==> src/rtl/sa_pkg.sv <==
// sa_pkg: shared state encoding, operand-width defaults and cell latency for the systolic cell controller
package sa_pkg;
  localparam int DATA_W_DEF = 8;
  localparam int ACC_W_DEF = 24;
  localparam int K_MAX_DEF = 256;
  localparam int CELL_LAT = 1;
  typedef enum logic [2:0] {IDLE, LOAD, RUN, FLUSH, DONE} state_t;
endpackage

==> src/rtl/sa_cell_ctrl_if.sv <==
// sa_cell_ctrl_if: job, activation, cell and result ports between a feeder/consumer and the cell controller
interface sa_cell_ctrl_if import sa_pkg::*; #(
  parameter int DATA_W = DATA_W_DEF,
  parameter int ACC_W = ACC_W_DEF,
  parameter int CNT_W = $clog2(K_MAX_DEF + 1)
);
  logic cfg_valid, cfg_ready;
  logic [CNT_W-1:0] cfg_len;
  logic [DATA_W-1:0] cfg_weight;
  logic act_valid, act_ready;
  logic [DATA_W-1:0] act_data;
  logic cell_w_load, cell_acc_clr, cell_en;
  logic [DATA_W-1:0] cell_w_data, cell_a_data;
  logic [ACC_W-1:0] cell_psum;
  logic res_valid, res_ready;
  logic [ACC_W-1:0] res_data;
  modport master (
    input cfg_valid, cfg_len, cfg_weight, act_valid, act_data, cell_psum, res_ready,
    output cfg_ready, act_ready, cell_w_load, cell_w_data, cell_acc_clr, cell_en, cell_a_data, res_valid, res_data
  );
  modport slave (
    output cfg_valid, cfg_len, cfg_weight, act_valid, act_data, cell_psum, res_ready,
    input cfg_ready, act_ready, cell_w_load, cell_w_data, cell_acc_clr, cell_en, cell_a_data, res_valid, res_data
  );
endinterface

==> src/rtl/sa_beat_counter.sv <==
// sa_beat_counter: counts accepted beats against a latched job length and flags the final handshake
module sa_beat_counter #(
  parameter int CNT_W = 9
) (
  input  logic clk,
  input  logic rst,
  input  logic load,
  input  logic clr,
  input  logic inc,
  input  logic [CNT_W-1:0] len,
  output logic last
);
  logic [CNT_W-1:0] cnt, len_q;
  always_ff @(posedge clk) begin
    if (rst) begin
      cnt <= '0;
      len_q <= '0;
    end else begin
      if (load) len_q <= len;
      cnt <= (load || clr) ? '0 : inc ? cnt + 1'b1 : cnt;
    end
  end
  assign last = inc && cnt == len_q - 1'b1;
endmodule

==> src/rtl/sa_cell_ctrl.sv <==
// sa_cell_ctrl: sequences one MAC cell through weight load, N activation beats, flush and result handoff
module sa_cell_ctrl import sa_pkg::*; #(
  parameter int DATA_W = DATA_W_DEF,
  parameter int ACC_W = ACC_W_DEF,
  parameter int K_MAX = K_MAX_DEF,
  parameter int CNT_W = $clog2(K_MAX + 1)
) (
  input  logic clk,
  input  logic rst,
  sa_cell_ctrl_if.master bus,
  output logic busy,
  output logic err_zero_len
);
  state_t state, state_n;
  logic [DATA_W-1:0] w_q;
  logic [ACC_W-1:0] res_q;
  logic err_q, cfg_hs, act_hs, zero_len, last;
  assign zero_len = bus.cfg_len == '0;
  assign cfg_hs = bus.cfg_valid && bus.cfg_ready;
  assign act_hs = bus.act_valid && bus.act_ready;
  sa_beat_counter #(.CNT_W(CNT_W)) u_cnt (
    .clk(clk), .rst(rst), .load(cfg_hs && !zero_len), .clr(state == LOAD),
    .inc(act_hs), .len(bus.cfg_len), .last(last)
  );
  always_comb begin
    state_n = state == IDLE  ? (cfg_hs && !zero_len ? LOAD : IDLE)
            : state == LOAD  ? RUN
            : state == RUN   ? (act_hs && last ? FLUSH : RUN)
            : state == FLUSH ? DONE
            : (bus.res_ready ? IDLE : DONE);
  end
  always_ff @(posedge clk) begin
    if (rst) begin
      state <= IDLE;
      w_q <= '0;
      res_q <= '0;
      err_q <= 1'b0;
    end else begin
      state <= state_n;
      err_q <= cfg_hs && zero_len;
      if (cfg_hs) w_q <= bus.cfg_weight;
      if (state == FLUSH) res_q <= bus.cell_psum;
    end
  end
  // rst forces every output low immediately, before the state register sees it
  assign bus.cfg_ready = !rst && state == IDLE;
  assign bus.act_ready = !rst && state == RUN;
  assign bus.cell_w_load = !rst && state == LOAD;
  assign bus.cell_acc_clr = !rst && state == LOAD;
  assign bus.cell_w_data = (!rst && state == LOAD) ? w_q : '0;
  assign bus.cell_en = act_hs;
  assign bus.cell_a_data = act_hs ? bus.act_data : '0;
  assign bus.res_valid = !rst && state == DONE;
  assign bus.res_data = rst ? '0 : res_q;
  assign busy = !rst && state != IDLE;
  assign err_zero_len = !rst && err_q;
endmodule

==> src/flat_wrapper.sv <==
// flat-port wrapper written by rule: the top's interface ports become plain ports
module sa_cell_ctrl_flat import sa_pkg::*;
#(
  parameter int DATA_W = DATA_W_DEF,
  parameter int ACC_W = ACC_W_DEF,
  parameter int K_MAX = K_MAX_DEF,
  parameter int CNT_W = $clog2(K_MAX + 1)
)
  (clk, rst, busy, err_zero_len, bus_cfg_valid, bus_cfg_len, bus_cfg_weight, bus_act_valid, bus_act_data, bus_cell_psum, bus_res_ready, bus_cfg_ready, bus_act_ready, bus_cell_w_load, bus_cell_w_data, bus_cell_acc_clr, bus_cell_en, bus_cell_a_data, bus_res_valid, bus_res_data);
  sa_cell_ctrl_if #(.DATA_W(DATA_W), .ACC_W(ACC_W), .CNT_W(CNT_W)) bus_i ();
  input  logic clk;
  input  logic rst;
  output logic busy;
  output logic err_zero_len;
  input wire logic [$bits(bus_i.cfg_valid)-1:0] bus_cfg_valid;
  input wire logic [$bits(bus_i.cfg_len)-1:0] bus_cfg_len;
  input wire logic [$bits(bus_i.cfg_weight)-1:0] bus_cfg_weight;
  input wire logic [$bits(bus_i.act_valid)-1:0] bus_act_valid;
  input wire logic [$bits(bus_i.act_data)-1:0] bus_act_data;
  input wire logic [$bits(bus_i.cell_psum)-1:0] bus_cell_psum;
  input wire logic [$bits(bus_i.res_ready)-1:0] bus_res_ready;
  output wire logic [$bits(bus_i.cfg_ready)-1:0] bus_cfg_ready;
  output wire logic [$bits(bus_i.act_ready)-1:0] bus_act_ready;
  output wire logic [$bits(bus_i.cell_w_load)-1:0] bus_cell_w_load;
  output wire logic [$bits(bus_i.cell_w_data)-1:0] bus_cell_w_data;
  output wire logic [$bits(bus_i.cell_acc_clr)-1:0] bus_cell_acc_clr;
  output wire logic [$bits(bus_i.cell_en)-1:0] bus_cell_en;
  output wire logic [$bits(bus_i.cell_a_data)-1:0] bus_cell_a_data;
  output wire logic [$bits(bus_i.res_valid)-1:0] bus_res_valid;
  output wire logic [$bits(bus_i.res_data)-1:0] bus_res_data;
  assign bus_i.cfg_valid = bus_cfg_valid;
  assign bus_i.cfg_len = bus_cfg_len;
  assign bus_i.cfg_weight = bus_cfg_weight;
  assign bus_i.act_valid = bus_act_valid;
  assign bus_i.act_data = bus_act_data;
  assign bus_i.cell_psum = bus_cell_psum;
  assign bus_i.res_ready = bus_res_ready;
  assign bus_cfg_ready = bus_i.cfg_ready;
  assign bus_act_ready = bus_i.act_ready;
  assign bus_cell_w_load = bus_i.cell_w_load;
  assign bus_cell_w_data = bus_i.cell_w_data;
  assign bus_cell_acc_clr = bus_i.cell_acc_clr;
  assign bus_cell_en = bus_i.cell_en;
  assign bus_cell_a_data = bus_i.cell_a_data;
  assign bus_res_valid = bus_i.res_valid;
  assign bus_res_data = bus_i.res_data;
  sa_cell_ctrl #(.DATA_W(DATA_W), .ACC_W(ACC_W), .K_MAX(K_MAX), .CNT_W(CNT_W)) u_core (.clk(clk), .rst(rst), .bus(bus_i), .busy(busy), .err_zero_len(err_zero_len));
endmodule
==> config.mk <==
export PLATFORM = sky130hd
export DESIGN_NAME = sa_cell_ctrl_flat
export DESIGN_NICKNAME = d
export VERILOG_FILES = /design/src/rtl/sa_pkg.sv /design/src/rtl/sa_cell_ctrl_if.sv /design/src/rtl/sa_beat_counter.sv /design/src/rtl/sa_cell_ctrl.sv /design/src/flat_wrapper.sv
export SDC_FILE = /design/constraint.sdc
export NUM_CORES = 1
export LEC_CHECK = 0
export CELL_PAD_IN_SITES_DETAIL_PLACEMENT = 0
export CELL_PAD_IN_SITES_GLOBAL_PLACEMENT = 2
export CORE_UTILIZATION = 27
export DETAILED_ROUTE_END_ITERATION = 10
export HOLD_SLACK_MARGIN = 0.03
export MAX_ROUTING_LAYER = met4
export PLACE_DENSITY = 0.83
export SLEW_MARGIN = 20
export SYNTH_ARGS = -nofsm -noshare
export SYNTH_HDL_FRONTEND = slang
export SYNTH_HIERARCHICAL = 1
export SYNTH_SLANG_ARGS = --single-unit
==> constraint.sdc <==
create_clock -name clk -period 5.36 [get_ports clk]
set_clock_uncertainty 0.15 [all_clocks]
set_input_delay 1.072 -clock clk [delete_from_list [all_inputs] [get_ports clk]]
set_output_delay 1.072 -clock clk [all_outputs]
set_load 0.02 [all_outputs]
Word level (Yosys, flattened, before mapping)
Index checks and enable logic that the tools add are counted.

Register bits: 54. Input port bits: 54. Output and inout port bits: 48. Logic and storage cells: 42.

Add/sub/neg operators: 2. Eq/ne operators: 5. Multiplexer cells: 10. Reductions and logical operators: 19.

Operator list (count): $mux 24 (1); $mux 8 (2); $mux 3 (5); $logic_and 1x1->1 (12); $add 9x1->9 const B (1); $eq 9x9->1 (1); $logic_not 9->1 (1); $sub 9x1->9 const B (1); $eq 3x2->1 const B (2); $eq 3x1->1 const B (1); $eq 3x3->1 const B (1); $logic_not 3->1 (1); $reduce_bool 3->1 (1); $logic_not 1->1 (2); $mux 1 (2); $reduce_or 2->1 (1); $logic_or 1x1->1 (1).

Longest topological paths before layout
Depth in word-level cells: 9. Mapped depth: 9.

Modules after synthesis
The synthesis kept the hierarchy.

Modules (own cells, without submodules): sa_cell_ctrl (instances 1, cells an instance 206, area an instance 1742.9 um^2, sequential area each 720.7 um^2); sa_beat_counter (instances 1, cells an instance 107, area an instance 960.9 um^2, sequential area each 360.3 um^2).

Worst setup path before layout
Ideal clock, no wire load.

Path type: input -> output. From: in rst. To: out bus_res_valid. Arrival time: 2.346 ns. Slack: 1.792 ns. Cell stages on the path: 4. Path buffers: 3. Path through: buf_6 -> buf_2 -> buf_1 -> nor4b_1.

Longest elaborated chain between the ends: 2.

Ends and longest elaborated chain: from (decl) (RTL line flat_wrapper.sv:12) `input logic rst;`; $logic_not 1->1 (RTL line sa_cell_ctrl.sv:53) `assign bus.res_valid = !rst && state == DONE;`; $logic_and 1x1->1 (RTL line sa_cell_ctrl.sv:53); to (decl) (RTL line flat_wrapper.sv:29) `output wire logic [$bits(bus_i.res_valid)-1:0] bus_res_valid;`.

No other way between the ends.

Worst setup path after layout
From: in rst. To: out bus_cell_w_data[3].

Longest elaborated chain between the ends: 3.

Ends and longest elaborated chain: $logic_not 1->1 (RTL line sa_cell_ctrl.sv:50) `assign bus.cell_w_data = (!rst && state == LOAD) ? w_q : '0;`; $logic_and 1x1->1 (RTL line sa_cell_ctrl.sv:50); $mux 8 (RTL line sa_cell_ctrl.sv:50); to (decl) (RTL line flat_wrapper.sv:25) `output wire logic [$bits(bus_i.cell_w_data)-1:0] bus_cell_w_data;`.

No other way between the ends.

==> results.txt <==
- Die ar.: around 0.010 mm2
- Detailed Route Iter0 Violations: 65
* Routability congestion estimate: approximately 0.77
- Cell types occupying the most area after synthesis: dfxtp_1 (40%), nand2_1 (7.6%), nor2b_1 (6.9%), a21oi_1 (5.4%), and3_1 (3.9%)
- During synthesis, Yosys emitted a total of 6 warnings.
- For this run, the total global-route usage over all layers was measured as 0.133.
- The number of antenna diodes in the final layout is 0.
- Cell area after technology mapping: about 0.0027 mm2
- Fraction of the mapped netlist area in adder cells: 0.00925
- The initial antenna violation count was 0.
- Rel. slew slack: 0.307
- Clock tree from TritonCTS: done
- Startpoint-to-endpoint class of the critical path: input port to output pin
- Post-layout instance count excluding filler cells: about 530
* Wire length of the first global-routing pass: about 11 mm
* Number of nets produced by synthesis: 369
- Post-detailed-route count of antenna-violating nets: 0
* Share of synthesized area spent on multiplexers: 0.0842
- Dividing the detail-routed via count by the number of cells gives 4.48.
- Of the total synthesized cell area, the portion taken by XOR and XNOR cells is 0.0551.
- Mapped Cells: ~310
- Number of clock sinks: 54
* Commonest register cell after synthesis: dfxtp_1
* Category of the worst setup path launch point: input port
* Final period util: 0.775
- P per Cell Area: a little over 200 mW/mm2
* Portion of the post-synthesis area used by sequential elements: 0.400
* Netlist cell types: 42
- In the routed design, unresolved DRC markers number 0.
- Counting the buffers created by CTS gives 5.
- Cell accounting for the most synthesized area: dfxtp_1
- In this run the mean area of a mapped cell was around 8.6 um2.
- Of the total synthesized cell area, the portion taken by AND, OR, NAND and NOR gates is 0.322.
- Die Wd: slightly above 100 um
- The number of hold buffers added after CTS was 0.
* Result of the run: complete, no violations
- CTS placed an instance of clkbuf_8 at the clock tree root.
* Fmax achieved: 0.241 GHz
- FFs w/ async S/R, synth: 0
- The via count of the first global-routing pass was between 2000 and 2500.
- In this run, synthesis inferred 0 flip-flops with an integrated enable.
- Number of cells upsized or downsized after cts: 0
* Worst slew pin tran: between 1000 and 1500 ps
- After clock tree synthesis, the clock-pin slew on the worst setup and hold paths is roughly 90 ps.
- In this run the deepest clock path goes through 2 buffers.
- Max-cap violations in this run came to 0.
* Number of rows in the core area: 36
* GRT Residual Overflow: 0
- Post-Place Cells: between 500 and 600
- Synth Register Bits: 54
* Path class of the lowest-slack min-delay path: register to register
- For this run, the post-layout net count is roughly 460.
* Layout cells sized above 1: 0.0623
- Setup violation total in the final timing report: 0
* Pin count of the biggest net entering global routing: 51
* Area inside the core boundary: just under 0.01 mm2
- Worst path arrival time: 2930 ps
- For the worst-skew pair, the clock arrives at the later sink with an insertion delay of roughly 300 ps.
* Dominant combinational cell family by area after synthesis: simple AND/OR/NAND/NOR gates
- Compared with the post-synthesis result, the final layout area differs by 42.2%.
- The number of pins with negative max-slew slack in the final report was 0.
* Detail Placement HPWL: 4.96 mm
* Crit-path max FO: 50
- Via Count: ~2400
- Setup repair after global routing left no endpoint under its margin.
- nand2_1 is the most common cell in the netlist.
* Max VDD drop: between 100 and 150 uV
- The die is 102 um tall.
* Number of iterations in the first detailed-routing pass: 4
- In the final timing run, aggregate negative setup slack is 0 ps.
* H-tree depth reported by CTS: 2
- The final count of hold timing violations was 0.
* Share of Yosys cell area claimed by the top area cell type: 0.400
- Nature of the critical path endpoint: output pin
- For this design the top-level I/O count stands at approximately 100.
- Setup fix buffers added after clock tree synthesis: 0
- The complex-gate fraction of the synthesized area came to 0.0791.
- For this configuration, the core starts out at a cell density of 0.278.
* DRT Wirelength: about 6.9 mm
* CP Data Required Time: 4140 ps
- Average detailed-routed wire length per instance: between 10 and 15 um
* Number of I/O port buffers: 101
* Commonest cells post-synth: nand2_1 (55), dfxtp_1 (54), nor2b_1 (30)
* Leakage: 1.42 nW
- Period minus WS final: 4160 ps
==> critical path, stage by stage <==
cell	delay [ps]
buf_2	370
buf_4	520
and2b_1	250
and3_1	170
clkdlybuf4s50_1	530
==> metal layers <==
metal	share of wire	global-route usage	vias up	routed length (um)
li1	-	-	1218	-
met1	0.49	0.179	1089	3340
met2	0.44	0.207	80	3000
met3	0.072	0.0356	3	494
met4	0.0023	0.0154	0	16
met5	0	-	-	0
==> sequential cells by signal, indices dropped and copies added, names as in the netlist <==
register / cells
u_core/res_q: 24
u_core/u_cnt/cnt: 9
u_core/u_cnt/len_q: 9
u_core/w_q: 8
u_core/state: 3
u_core/err_q: 1
==> kinds of logic (layout without fill, tap and decap cells) <==
logic type	count (synthesis)	in the layout
simple gates	159	159
flops	54	54
compound gates	37	37
buf+inv	25	113
mux	19	19
xor+xnor	17	17
fa+ha+maj	2	2
==> power breakdown <==
group	internal, W	switching, W	total, W
sequential	0.000415	0.0000135	0.000429
combinational	0.0000851	0.0000654	0.000151
clock	0.0000900	0.000129	0.000219
==> final timing paths <==
kind              startpoint                 end  slack [ps]  cells after the start
max                      rst  bus_cell_w_data[3]        1200                      5
min          u_core/res_q[8]     u_core/res_q[8]         300                      2
min reg2reg  u_core/res_q[8]     u_core/res_q[8]         300                      2
max reg2reg  u_core/state[0]     u_core/state[0]        2710                      6
==> final cells by class <==
class                   instances  area [um2]
fillers                      1019        5880
multi-input cells             234        1490
flip-flops and latches         54        1080
repair buffers                103        1020
well taps                     133         166
clock buffers                   6        72.6
inverters                       3        11.3
clock inverters                 1        7.51
==> stage by stage <==
stage           util  cell area (um2)  total power, W  setup WS, ps  hold slack [ps]
3_5_place_dp   0.387             3760        0.000589          1160              293
3_3_place_gp   0.387             3760        0.000588          1170              287
4_1_cts        0.395             3840        0.000815          1150              308
6_report       0.395             3840        0.000799          1200              303
2_1_floorplan      -             2700        0.000523          1790              282
5_1_grt        0.395             3840        0.000849          1040              326
==> layout by cell type (no fill, tap or decap), types with 3 or more instances in the layout <==
cell | Yosys | final
clkdlybuf4s50_1 | 0 | 100
nand2_1 | 55 | 55
dfxtp_1 | 54 | 54
nor2b_1 | 30 | 30
a21oi_1 | 29 | 29
nor2_1 | 23 | 23
and3_1 | 17 | 17
mux2i_1 | 10 | 10
xor2_1 | 9 | 9
xnor2_1 | 8 | 8
mux2_4 | 7 | 7
clkbuf_8 | 0 | 5
and2b_1 | 5 | 5
or3_1 | 4 | 4
nor3_1 | 4 | 4
inv_1 | 3 | 3
nor4b_1 | 3 | 3
nand3_1 | 3 | 3
Note: power is estimated with default switching activity, not from simulation.
